==> config.mk <==
export PLATFORM = sky130hd
export DESIGN_NAME = move_sequencer
export DESIGN_NICKNAME = d
export VERILOG_FILES = /design/src/rtl/tile_pkg.sv /design/src/rtl/move_fifo.sv /design/src/rtl/move_sequencer.sv
export SDC_FILE = /design/constraint.sdc
export NUM_CORES = 1
export LEC_CHECK = 0
export ABC_AREA = 0
export CORE_MARGIN = 2
export CORE_UTILIZATION = 54
export DETAILED_ROUTE_END_ITERATION = 12
export PLACE_DENSITY_LB_ADDON = 0.3
export SLEW_MARGIN = 20
export SYNTH_ARGS = -nofsm -noshare
export SYNTH_HDL_FRONTEND = slang
export SYNTH_SLANG_ARGS = --single-unit
==> constraint.sdc <==
create_clock -name clk -period 3.7 [get_ports clk]
set_input_delay 0.555 -clock clk [delete_from_list [all_inputs] [get_ports clk]]
set_output_delay 0.555 -clock clk [all_outputs]
set_load 0.01 [all_outputs]
==> src/rtl/tile_pkg.sv <==
// tile_pkg: shared types and helpers for the 3x3 sliding-tile puzzle.
//   dir_t            2-bit move code (LEFT/RIGHT/UP/DOWN)
//   loc_t            4-bit space position {row[1:0], col[1:0]}
//   SPACE_LOC_RESET  bottom-right corner, matching the core's reset
//   move_legal()     1 if moving the space in direction d stays on the board
//   move_apply()     space position after a legal move
package tile_pkg;

   typedef logic [1:0] dir_t;
   typedef logic [3:0] loc_t;

   localparam dir_t LEFT  = 2'b00;
   localparam dir_t RIGHT = 2'b01;
   localparam dir_t UP    = 2'b10;
   localparam dir_t DOWN  = 2'b11;

   localparam loc_t SPACE_LOC_RESET = 4'b1010;

   function automatic logic move_legal(loc_t loc, dir_t d);
      logic [1:0] row;
      logic [1:0] col;
      logic       ok;
      row = loc[3:2];
      col = loc[1:0];
      case (d)
         LEFT:    ok = (col != 2'd0);
         RIGHT:   ok = (col <  2'd2);
         UP:      ok = (row != 2'd0);
         default: ok = (row <  2'd2);
      endcase
      return ok;
   endfunction

   // Caller guarantees legality, so no clamping is needed here.
   function automatic loc_t move_apply(loc_t loc, dir_t d);
      logic [1:0] row;
      logic [1:0] col;
      row = loc[3:2];
      col = loc[1:0];
      case (d)
         LEFT:    col = col - 2'd1;
         RIGHT:   col = col + 2'd1;
         UP:      row = row - 2'd1;
         default: row = row + 2'd1;
      endcase
      return {row, col};
   endfunction

endpackage

==> src/rtl/move_fifo.sv <==
// move_fifo: DEPTH x 2-bit circular FIFO of move commands.
//   clk, reset   clock, async active-high reset
//   i_push/i_din write request and data (ignored when full)
//   i_pop        read request (ignored when empty)
//   o_head       entry at the read pointer
//   o_full       DEPTH entries held
//   o_empty      no entries held
// No bypass: a word written on an edge is visible at o_head only afterwards.
module move_fifo
   import tile_pkg::*;
#(
   parameter int DEPTH = 8
) (
   input  logic clk,
   input  logic reset,
   input  logic i_push,
   input  dir_t i_din,
   input  logic i_pop,
   output dir_t o_head,
   output logic o_full,
   output logic o_empty
);

   localparam int AW = $clog2(DEPTH);
   localparam logic [AW:0] FULL_CNT = (AW+1)'(DEPTH);

   dir_t          r_mem [DEPTH];
   logic [AW-1:0] r_wr;
   logic [AW-1:0] r_rd;
   logic [AW:0]   r_count;
   logic          w_push;
   logic          w_pop;

   assign o_full  = (r_count == FULL_CNT);
   assign o_empty = (r_count == '0);
   assign w_push  = i_push & ~o_full;
   assign w_pop   = i_pop  & ~o_empty;
   assign o_head  = r_mem[r_rd];

   // Storage needs no reset: count gates every read.
   always_ff @(posedge clk) begin
      if (w_push) r_mem[r_wr] <= i_din;
   end

   // Pointers wrap naturally since DEPTH is a power of two.
   always_ff @(posedge clk or posedge reset) begin
      if (reset) begin
         r_wr    <= '0;
         r_rd    <= '0;
         r_count <= '0;
      end else begin
         if (w_push) r_wr <= r_wr + AW'(1);
         if (w_pop)  r_rd <= r_rd + AW'(1);
         case ({w_push, w_pop})
            2'b10:   r_count <= r_count + (AW+1)'(1);
            2'b01:   r_count <= r_count - (AW+1)'(1);
            default: r_count <= r_count;
         endcase
      end
   end

endmodule

==> src/rtl/move_sequencer.sv <==
// move_sequencer: buffers host move commands and issues at most one legal
// move per cycle to the puzzle core, tracking the space position in a shadow
// register so moves that would leave the board are dropped and counted.
//   clk, reset          clock, async active-high reset
//   in_dir/in_valid     move request; accepted when in_ready
//   in_ready            FIFO not full
//   hold                stall issue (FIFO still fills)
//   dir/dir_valid       registered move to the core
//   space_loc           shadow space position {row,col}
//   move_count          legal moves issued (saturating)
//   drop_count          illegal moves discarded (saturating)
//   empty               FIFO empty
module move_sequencer
   import tile_pkg::*;
#(
   parameter int DEPTH = 8,
   parameter int CNT_W = 16
) (
   input  logic             clk,
   input  logic             reset,
   input  logic [1:0]       in_dir,
   input  logic             in_valid,
   output logic             in_ready,
   input  logic             hold,
   output logic [1:0]       dir,
   output logic             dir_valid,
   output logic [3:0]       space_loc,
   output logic [CNT_W-1:0] move_count,
   output logic [CNT_W-1:0] drop_count,
   output logic             empty
);

   dir_t             w_head;
   logic             w_full;
   logic             w_empty;
   logic             w_pop;
   logic             w_legal;

   dir_t             r_dir;
   logic             r_dir_valid;
   loc_t             r_space;
   logic [CNT_W-1:0] r_move_count;
   logic [CNT_W-1:0] r_drop_count;

   assign in_ready = ~w_full;
   assign w_pop    = ~w_empty & ~hold;
   assign w_legal  = move_legal(r_space, w_head);

   move_fifo #(.DEPTH(DEPTH)) u_fifo (
      .clk     (clk),
      .reset   (reset),
      .i_push  (in_valid),
      .i_din   (in_dir),
      .i_pop   (w_pop),
      .o_head  (w_head),
      .o_full  (w_full),
      .o_empty (w_empty)
   );

   always_ff @(posedge clk or posedge reset) begin
      if (reset) begin
         r_dir        <= LEFT;
         r_dir_valid  <= 1'b0;
         r_space      <= SPACE_LOC_RESET;
         r_move_count <= '0;
         r_drop_count <= '0;
      end else begin
         // dir_valid is a one-cycle strobe; dir keeps the last legal move.
         r_dir_valid <= 1'b0;
         if (w_pop) begin
            if (w_legal) begin
               r_dir       <= w_head;
               r_dir_valid <= 1'b1;
               r_space     <= move_apply(r_space, w_head);
               if (r_move_count != '1) r_move_count <= r_move_count + CNT_W'(1);
            end else begin
               if (r_drop_count != '1) r_drop_count <= r_drop_count + CNT_W'(1);
            end
         end
      end
   end

   assign dir        = r_dir;
   assign dir_valid  = r_dir_valid;
   assign space_loc  = r_space;
   assign move_count = r_move_count;
   assign drop_count = r_drop_count;
   assign empty      = w_empty;

endmodule
# Word-level counts from Yosys, hierarchy flattened

Memories as Yosys holds them, arrays and structs flattened.
Cells that the tools add are included.

$add $sub $neg: 10
$lt $le $gt $ge: 2
Eq/ne operators: 7
Mux-type cells: 8
Bitwise gates (word level): 8
Reduce and logical (&&, ||, !) cells: 12

Operators by type and width:

| operator                | number |
|---|---|
| $add A16 B1 Y16 const B | 2 |
| $ne A16 B16 Y1 const B  | 2 |
| $reduce_and A3 Y1       | 4 |
| $pmux W2 S2             | 2 |
| $pmux W4 S2             | 1 |
| $reduce_bool A2 Y1      | 4 |
| $add A3 B1 Y3 const B   | 2 |
| $not A1 Y1              | 5 |
| $add A2 B1 Y2 const B   | 2 |
| $add A4 B1 Y4 const B   | 1 |
| $eq A2 B1 Y1 const B    | 2 |
| $eq A2 B2 Y1 const B    | 2 |
| $eq A4 B4 Y1 const B    | 1 |
| $logic_not A4 Y1        | 1 |
| $lt A2 B2 Y1 const B    | 2 |
| $mux W1                 | 4 |
| $sub A2 B1 Y2 const B   | 2 |
| $sub A4 B1 Y4 const B   | 1 |
| $and A1 B1 Y1           | 3 |
| $pmux W1 S3             | 1 |
| $logic_not A2 Y1        | 1 |
| $reduce_and A2 Y1       | 1 |
| $reduce_or A2 Y1        | 1 |

Bits in registers: 49
RAM bits: 16
Input bits: 6
Memories kept: 1

Memory list:

| name         | words | bits a word | rd ports | clocked after memory_dff | write ports | line            | RTL |
|---|---|---|---|---|---|---|---|
| u_fifo.r_mem | 8     | 2           | 1        | 0                        | 1           | move_fifo.sv:27 | `dir_t r_mem [DEPTH];` |

# Longest topological paths before layout

Depth after elaboration: 6
Mapped depth: 12
Depth with buffers taken out: 10

# Cells and area by module

From an unflattened synthesis, not the netlist that was laid out.

Cell total of the unflattened synthesis: 272
Area, all modules: 3246.9 µm²

By module, submodules not included:

| module         | instances | cells an instance | area an instance (µm²) | seq. area each (µm²) |
|---|---|---|---|---|
| move_sequencer | 1         | 181               | 1985.7                 | 978.4 |
| move_fifo      | 1         | 91                | 1261.2                 | 730.7 |

# Worst setup path after synthesis

Ideal clock, no wire load.

Path kind: register -> register
From: register u_fifo.r_count[1]
To: register u_fifo.r_count[2]
Arrival time: 2.580 ns
Path slack: 0.994 ns
Cell stages (with the launch flop): 13
Path through: dfrtp_1 clkbuf_1 nor4_1 or2_2 inv_1 clkbuf_1 ha_1 xor2_1 ha_1 a21oi_1 xor2_1 nor2_1 xor2_1

Longest elaborated chain between the ends: 6

RTL lines:

| what                                                     | line                                  | RTL |
|---|---|---|
| start, declared                                          | move_fifo.sv:30                       | `logic [AW:0] r_count;` |
| start signal, assigned                                   | move_fifo.sv:55                       | `2'b10: r_count <= r_count + (AW+1)'(1);` |
| start signal, assigned                                   | move_fifo.sv:56                       | `2'b01: r_count <= r_count - (AW+1)'(1);` |
| start signal, assigned                                   | move_fifo.sv:57                       | `default: r_count <= r_count;` |
| $logic_not A4 Y1 *                                       | move_fifo.sv:35                       | `assign o_empty = (r_count == '0);` |
| named net empty                                          | move_sequencer.sv:30                  | `output logic empty` |
| $not A1 Y1 *                                             | move_fifo.sv:37, move_sequencer.sv:46 |  |
| $and A1 B1 Y1                                            | move_sequencer.sv:46                  | `assign w_pop = ~w_empty & ~hold;` |
| $and A1 B1 Y1 *                                          | move_fifo.sv:37                       | `assign w_pop = i_pop & ~o_empty;` |
| named net u_fifo.w_pop                                   | move_fifo.sv:32                       | `logic w_pop;` |
| $eq A2 B1 Y1 / $eq A2 B2 Y1 (equally long branches)      | move_fifo.sv:54                       | `case ({w_push, w_pop})` |
| $pmux W4 S2 / $reduce_bool A2 Y1 (equally long branches) | n/a                                   |  |

Mark *: on every way through the listed nets, which the timed path passes. The rest lies on a longest branch.
A chain may end at the register's enable or synchronous reset.

# Worst setup path in the final report

From: register u_fifo.r_rd[0]
To: register r_drop_count[1], in the netlist drop_count[1]

Longest elaborated chain between the ends: 5

RTL lines:

| what                                 | line                 | RTL |
|---|---|---|
| start, declared                      | move_fifo.sv:29      | `logic [AW-1:0] r_rd;` |
| start signal, assigned               | move_fifo.sv:53      | `if (w_pop) r_rd <= r_rd + AW'(1);` |
| $mem_v2 Z8 W2 *                      | n/a                  |  |
| $eq A2 B2 Y1 (tied with other cells) | tile_pkg.sv:25       | `case (d)` |
| $pmux W1 S3 *                        | tile_pkg.sv:25       |  |
| $not A1 Y1 (no line) *               | n/a                  |  |
| $reduce_and A3 Y1 (no line) *        | n/a                  |  |
| end signal, assigned                 | move_sequencer.sv:77 | `if (r_drop_count != '1) r_drop_count <= r_drop_count + CNT_W'(1);` |
| end, declared                        | move_sequencer.sv:43 | `logic [CNT_W-1:0] r_drop_count;` |

Mark *: on every way between the ends. The rest lies on a longest branch, timed or not.

==> reports/qor.txt <==
CLOCK NETWORK
---------------------------------------------------------------------------------
CTS clock-pin slew for the worst setup and hold paths                     0.07 ns
Clock insertion delay at the later pin of the skew report                 0.34 ns
TritonCTS Sinks                                                                65
Buffers from clock root to sink, at most                                        2
CTS resizes                                                                     0
CTS Buf Count                                                                   9
Root Driver                                                          sky130_fd_sc_hd__clkbuf_8
TritonCTS clock tree                                                          yes
Post-CTS Hold Fix Bufs                                                          0
Post-CTS repair timing setup buffer count                                       0
Count of H-tree levels built during CTS                                         3

SYNTHESIS
---------------------------------------------------------------------------------
Sequential cell area fraction in the yosys report                           54.0%
Synth area leader                                                    sky130_fd_sc_hd__dfrtp_1
Post-synthesis async set-or-reset flop share                                75.4%
Library cell with the highest instance count after synthesis         sky130_fd_sc_hd__dfrtp_1
Synthesized area per cell                                                11.9 um2
Most used DFF post-synth                                             sky130_fd_sc_hd__dfrtp_1
Post-Syn Nets                                                                 279
Post-synth EDFFs                                                               16
Leading post-synthesis cells by instance count                       47 x sky130_fd_sc_hd__dfrtp_1, 22 x sky130_fd_sc_hd__nand3_1, 22 x sky130_fd_sc_hd__xnor2_1
Cell Area, Synth                                                         3170 um2
Cells after synthesis                                                         265
Unique masters post-synth                                                      46
Total number of yosys warnings                                                  0
Leading post-synthesis cells by cell area                            sky130_fd_sc_hd__dfrtp_1 37%, sky130_fd_sc_hd__edfxtp_1 15%, sky130_fd_sc_hd__xnor2_1 6.1%
Portion of synthesized cell area occupied by the leading cell type          37.2%
Seq cells post-synth                                                           65

TIMING
---------------------------------------------------------------------------------
Final worst path period share                                               88.1%
Setup_tns                                                                    0 ns
Final worst-path setup slack                                             0.439 ns
Max_slew headroom                                                           29.3%
Clk_skew                                                                0.0122 ns
Shortest period the worst path allows                                     3.26 ns
Final setup violation count                                                     0
Fin. Hold Viols                                                                 0
Maximum achievable frequency                                              307 MHz
RSZ-0062 raised after global routing                                           no
Transition time at the pin with the least slew margin                     1.05 ns
Number of pins with negative max-slew slack in the final report                 0

ROUTING
---------------------------------------------------------------------------------
WL per Instance                                                           15.0 um
Count of nets left with antenna violations after detail routing                 0
Vias after detailed routing                                                  2182
DRC viols                                                                       0
Initial detailed-routing violation count                                       99
Final routed wirelength across all metal layers                           5840 um
Detailed Routing Iterations Pass 1                                              4
Detail-routed via count per cell                                             5.59

DIE
---------------------------------------------------------------------------------
Top-Level Pins                                                                 47
Vert. Die Dim                                                             80.6 um
Count of standard-cell rows                                                    27
Core region area                                                         5570 um2
Area of the die                                                          6490 um2
Die width                                                                 80.6 um
Starting density of the core                                                56.8%

GRT
---------------------------------------------------------------------------------
First-pass GRT wire length                                                9980 um
Total grt overflow                                                              0
Antenna violations before repair                                                0
All-layer global routing usage                                              20.3%
Number of global-route vias before repair                                    2150
Largest net degree at the start of global routing                              50

POWER
---------------------------------------------------------------------------------
Reported leakage power                                                    1.67 nW
Power density normalized to cell area                                  792 nW/um2
Worst-case vdd ir drop                                                 0.000496 V

CELLS AND AREA
---------------------------------------------------------------------------------
Number of nets at the end of the flow                                         327
Layout cell share with drive strength beyond 1                              11.6%
Fillers                                                                       404
Antenna diode count                                                             0
Utilization of the core after routing                                       70.6%
Area growth from synthesis to layout                                        24.4%

PLACE
---------------------------------------------------------------------------------
Total of buffers placed on input and output ports                              46
Post-detail-place hpwl                                                    4070 um
Post-Place Worst Slack                                                   0.441 ns
RePlAce Congestion                                                          0.833

CRITICAL PATH
---------------------------------------------------------------------------------
Class of the most critical setup path                                  reg -> reg
Largest fanout on the critical path                                            25
Endpoint arrival time on the critical path                                3.49 ns
Startpoint class of the critical path                                        flop
Worst Path Required                                                       3.92 ns
Critical Path End Type                                                       flop

RUN STATUS
---------------------------------------------------------------------------------
Outcome                                                              finished, final reports clean

HOLD PATH
---------------------------------------------------------------------------------
Type of the tightest min-delay check                                   reg -> reg

FLOW RUN
---------------------------------------------------------------------------------
Number of violations of the max-capacitance limit                               0

-- worst max-delay path: stages (launching register included) --
cell and delay (ns):
sky130_fd_sc_hd__dfrtp_1 0.60, sky130_fd_sc_hd__mux4_2 0.57, sky130_fd_sc_hd__mux2i_2 0.31, sky130_fd_sc_hd__nor2b_1 0.09, sky130_fd_sc_hd__ha_1 0.22, sky130_fd_sc_hd__nor3_1 0.13, sky130_fd_sc_hd__nand3b_1 0.10, sky130_fd_sc_hd__o211a_1 0.45
sky130_fd_sc_hd__nor2_1 0.31, sky130_fd_sc_hd__mux2_2 0.36
-- flip-flops by register name, summed over array words and instances (netlist names) --
name,cells
u_fifo.r_rd,3
dir_valid,1
u_fifo.r_wr,3
u_fifo.r_count,4
space_loc,4
dir,2
drop_count,16
move_count,16
u_fifo.r_mem,16
-- metal layers --
metal  share of wire (%)  global-route usage (%)
met1                  45                    27.9
met2                  49                    31.3
met5                   0                       0
met4                 2.0                    8.14
met3                 3.6                    4.72
-- cell families (layout without fill, tap and decap cells) --
| group | after synthesis | after routing | share of synthesized area, % |
|---|---|---|---|
| xor gates and xnor gates | 41 | 41 | 11.3 |
| DFF | 65 | 65 | 54.0 |
| and+or+nand+nor | 103 | 103 | 18.8 |
| buffers and inverters | 19 | 72 | 3.04 |
| adders and majority gates | 8 | 8 | 3.16 |
| muxes | 18 | 18 | 7.27 |
| AOI/OAI and AO/OA | 11 | 11 | 2.37 |
-- layout make-up --
class / count / area (um2) / area share [%]
sequential: 65 / 1710 / 43.4
multi-input combinational: 181 / 1360 / 34.5
inverter: 8 / 31.3 / 0.794
clock inverter: 4 / 95.1 / 2.41
clock buffer: 12 / 176 / 4.48
timing repair buffer: 48 / 475 / 12.1
tap: 72 / 90.1 / 2.29
-- per-stage QoR --
step | power, mW | cells | hold WS (ns) | area, um2
finish | 3.12 | 390 | 0.486 | 3940
global route | 3.33 | 390 | 0.511 | 3940
CTS | 3.14 | 390 | 0.491 | 3940
detailed placement | 2.34 | 374 | 0.477 | 3660
global placement | 2.29 | 374 | 0.472 | 3660
floorplan | 2.02 | 265 | 0.463 | 3170
-- where the power goes --
part	internal (mW)	leakage [nW]	switching, mW	total [mW]
clock	0.524	0.138	0.268	0.793
sequential	0.936	0.761	0.230	1.17
combinational	0.582	0.770	0.579	1.16
total	2.04	1.67	1.08	3.12
-- layout by cell type (no fill, tap or decap), types with 11 or more instances in the layout --
master,instances
sky130_fd_sc_hd__nor3_1,15
sky130_fd_sc_hd__xnor2_1,22
sky130_fd_sc_hd__nand2_1,14
sky130_fd_sc_hd__nand3_1,22
sky130_fd_sc_hd__xor2_1,19
sky130_fd_sc_hd__edfxtp_1,16
sky130_fd_sc_hd__and3_1,13
sky130_fd_sc_hd__clkdlybuf4s50_1,46
sky130_fd_sc_hd__clkbuf_8,11
sky130_fd_sc_hd__dfrtp_1,47
-- path summary, 6_finish.rpt --
check	startpoint	to	slack (ns)	depth (start not counted)
max	u_fifo.r_rd[0]	drop_count[1]	0.44	9
min	drop_count[11]	drop_count[11]	0.49	1
max reg2reg	u_fifo.r_rd[0]	drop_count[1]	0.44	9
min reg2reg	drop_count[11]	drop_count[11]	0.49	1
max in group asynchronous	reset	move_count[3]	2.56	2
min in group asynchronous	reset	u_fifo.r_count[1]	0.66	2
Note: power is estimated with default switching activity, not from simulation.
==> RTL edit (config.mk and constraints unchanged) <==
`DEPTH` is set to 8 in 2 places; all go to 4.
--- a/src/rtl/move_fifo.sv
+++ b/src/rtl/move_fifo.sv
@@ -9,7 +9,7 @@
 module move_fifo
    import tile_pkg::*;
 #(
-   parameter int DEPTH = 8
+   parameter int DEPTH = 4
 ) (
    input  logic clk,
    input  logic reset,
--- a/src/rtl/move_sequencer.sv
+++ b/src/rtl/move_sequencer.sv
@@ -13,7 +13,7 @@
 module move_sequencer
    import tile_pkg::*;
 #(
-   parameter int DEPTH = 8,
+   parameter int DEPTH = 4,
    parameter int CNT_W = 16
 ) (
    input  logic             clk,
Behaviour: not the same (Yosys sat finds a counterexample within 10 cycles, from zero or initial values and one cycle with reset high).
==> RTL edit against the original RTL <==
Count of clock-buffer cells in the layout shrank 6; setup slack gained 0.39 ns; wire length shrank 17%; sequential share of layout area shrank 1.8 points; die area shrank 14%; critical path depth shrank 1; design area shrank 15%; sequential cell count shrank 11; power shrank 24%; area after synthesis shrank 15%; sequential power shrank 18%; final cell count shrank 10%; critical path type unchanged; first-iteration DRC count grew 9.1%.
==> RTL edit: results <==
[run_status]
status = finished clean

[worst_setup_path]
cp_max_fo = 11
cp-start-kind = flip-flop
cp.arrival_ns = 3.08
rr_worst_depth = 8
rrSetupSlack_ns = 0.83
r2r_end = drop_count[1]
r2r-start = u_fifo.r_rd[0]

[synthesis]
postSynthNetCount = 247
synth_xor_area_share_pct = 12.0
synthMuxAreaShare_pct = 6.15
synth-edff-count = 8
synth.distinct_cells = 42
synth.area.top_cells = dfrtp_1, edfxtp_1, xor2_1, xnor2_1, mux2_2
synth_common_cells = dfrtp_1, xor2_1, inv_1
async_flop_share_pct = 85.2
synth-compound-area-share_pct = 3.37
synth_seq_area_share_pct = 51.5
yosys_warnings = 0
synthAdderAreaFrac_pct = 4.44

[hold_path]
hp-class = reg2reg
whs_endpoint = move_count[4]
hp-start = move_count[4]
worstHoldPathCells = 1

[clocking]
root_buffer = clkbuf_8
h-tree-depth = 2
cts.clk_slew.worst_paths_ns = 0.10
clk_latency_ns = 0.31
cts_setup_buffers = 0
cts_resized = 0
clk_path_buf_depth = 2
cts_buffers = 5

[layout]
nets = 297
antenna_cells = 0
drive_gt1_share_pct = 12.7

[timing]
hold_viol = 0
max_slew_margin_pct = 50.2
hold_slack_ns = 0.492
skew_ns = 0.00986

[place]
portBuffers = 46
dpl.hpwl_um = 3630
place.gp.congestion = 0.792

[grt]
grt_first_pass_wirelength_um = 8510
grt_max_degree = 26
antenna_found_initial = 0
grt_usage_pct = 19.9

[detailed_routing]
wirelength_um = 4860
via_count = 1881
first_pass_iters = 4
drtIter0Drc = 108

[power]
peakVddDrop_uv = 421
power.leakage_nw = 1.47
[RTL edit: cell count changes after synthesis, moves of 3 or more]
cell      change
nor4_1        +8
and3_1        -5
dfrtp_1       -3
xor2_1        +5
nand3_1       -7
xnor2_1       -9
inv_1         +8
mux2i_1       -5
edfxtp_1      -8
[RTL edit: stage by stage]
stage | power, mW | setup slack [ns] | cells | utilization, % | area (µm²)
2_1_floorplan | 1.65 | 1.19 | 232 | - | 2710
3_3_place_gp | 1.98 | 0.922 | 342 | 67.7 | 3240
3_5_place_dp | 2.01 | 0.831 | 342 | 67.7 | 3240
4_1_cts | 2.40 | 0.823 | 350 | 70.0 | 3350
5_1_grt | 2.55 | 0.624 | 350 | 70.0 | 3350
6_report | 2.38 | 0.825 | 350 | 70.0 | 3350
[RTL edit: area by class of cell]
class / count / area, µm²
Fill cell: 370 / 1430
Sequential cell: 54 / 1390
Multi-Input combinational cell: 155 / 1210
Timing Repair Buffer: 50 / 490
Tap cell: 67 / 83.8
Clock buffer: 6 / 72.6
Inverter: 16 / 60.1
Clock inverter: 2 / 37.5
[RTL edit: cells by family (layout without fill, tap and decap cells)]
family	after synthesis	count (layout)
simple gates	84	84
flops	54	54
xor+xnor	37	37
buf+inv	23	74
mux	13	13
compound gates	12	12
fa+ha+maj	9	9
[RTL edit: report_power, final]
group | leakage (nW) | switching [mW] | internal (mW)
clock network | 0.0514 | 0.188 | 0.202
logic | 0.781 | 0.507 | 0.526
registers | 0.640 | 0.174 | 0.781
total | 1.47 | 0.870 | 1.51
[RTL edit: metal layers]
layer | share of wire (%) | track usage, % | routed length (µm) | vias up
met5 | 0 | 0 | 0 | -
li1 | - | - | - | 913
met1 | 45 | 25.9 | 2180 | 919
met2 | 50 | 32.6 | 2410 | 42
met3 | 3.9 | 4.95 | 188 | 7
met4 | 1.6 | 6.94 | 80 | 0
[RTL edit: worst max-delay path by stage]
stage	slack, ns	depth (start not counted)	end	start
after floorplan	1.19	9	move_count[14]	u_fifo.r_rd[0]
after global placement	0.92	8	drop_count[1]	u_fifo.r_rd[0]
after detailed placement	0.83	8	drop_count[1]	u_fifo.r_rd[0]
after CTS	0.82	8	drop_count[1]	u_fifo.r_rd[0]
after global routing	0.62	8	move_count[14]	u_fifo.r_rd[0]
final	0.83	8	drop_count[1]	u_fifo.r_rd[0]
[RTL edit: critical path, cell delays in order (launching register included)]
cell       delay [ns]
dfrtp_1          0.50
mux4_2           0.62
nor2b_1          0.15
ha_1             0.25
mux2i_1          0.15
a2bb2oi_2        0.45
buf_4            0.28
nor2_1           0.08
mux2_2           0.27
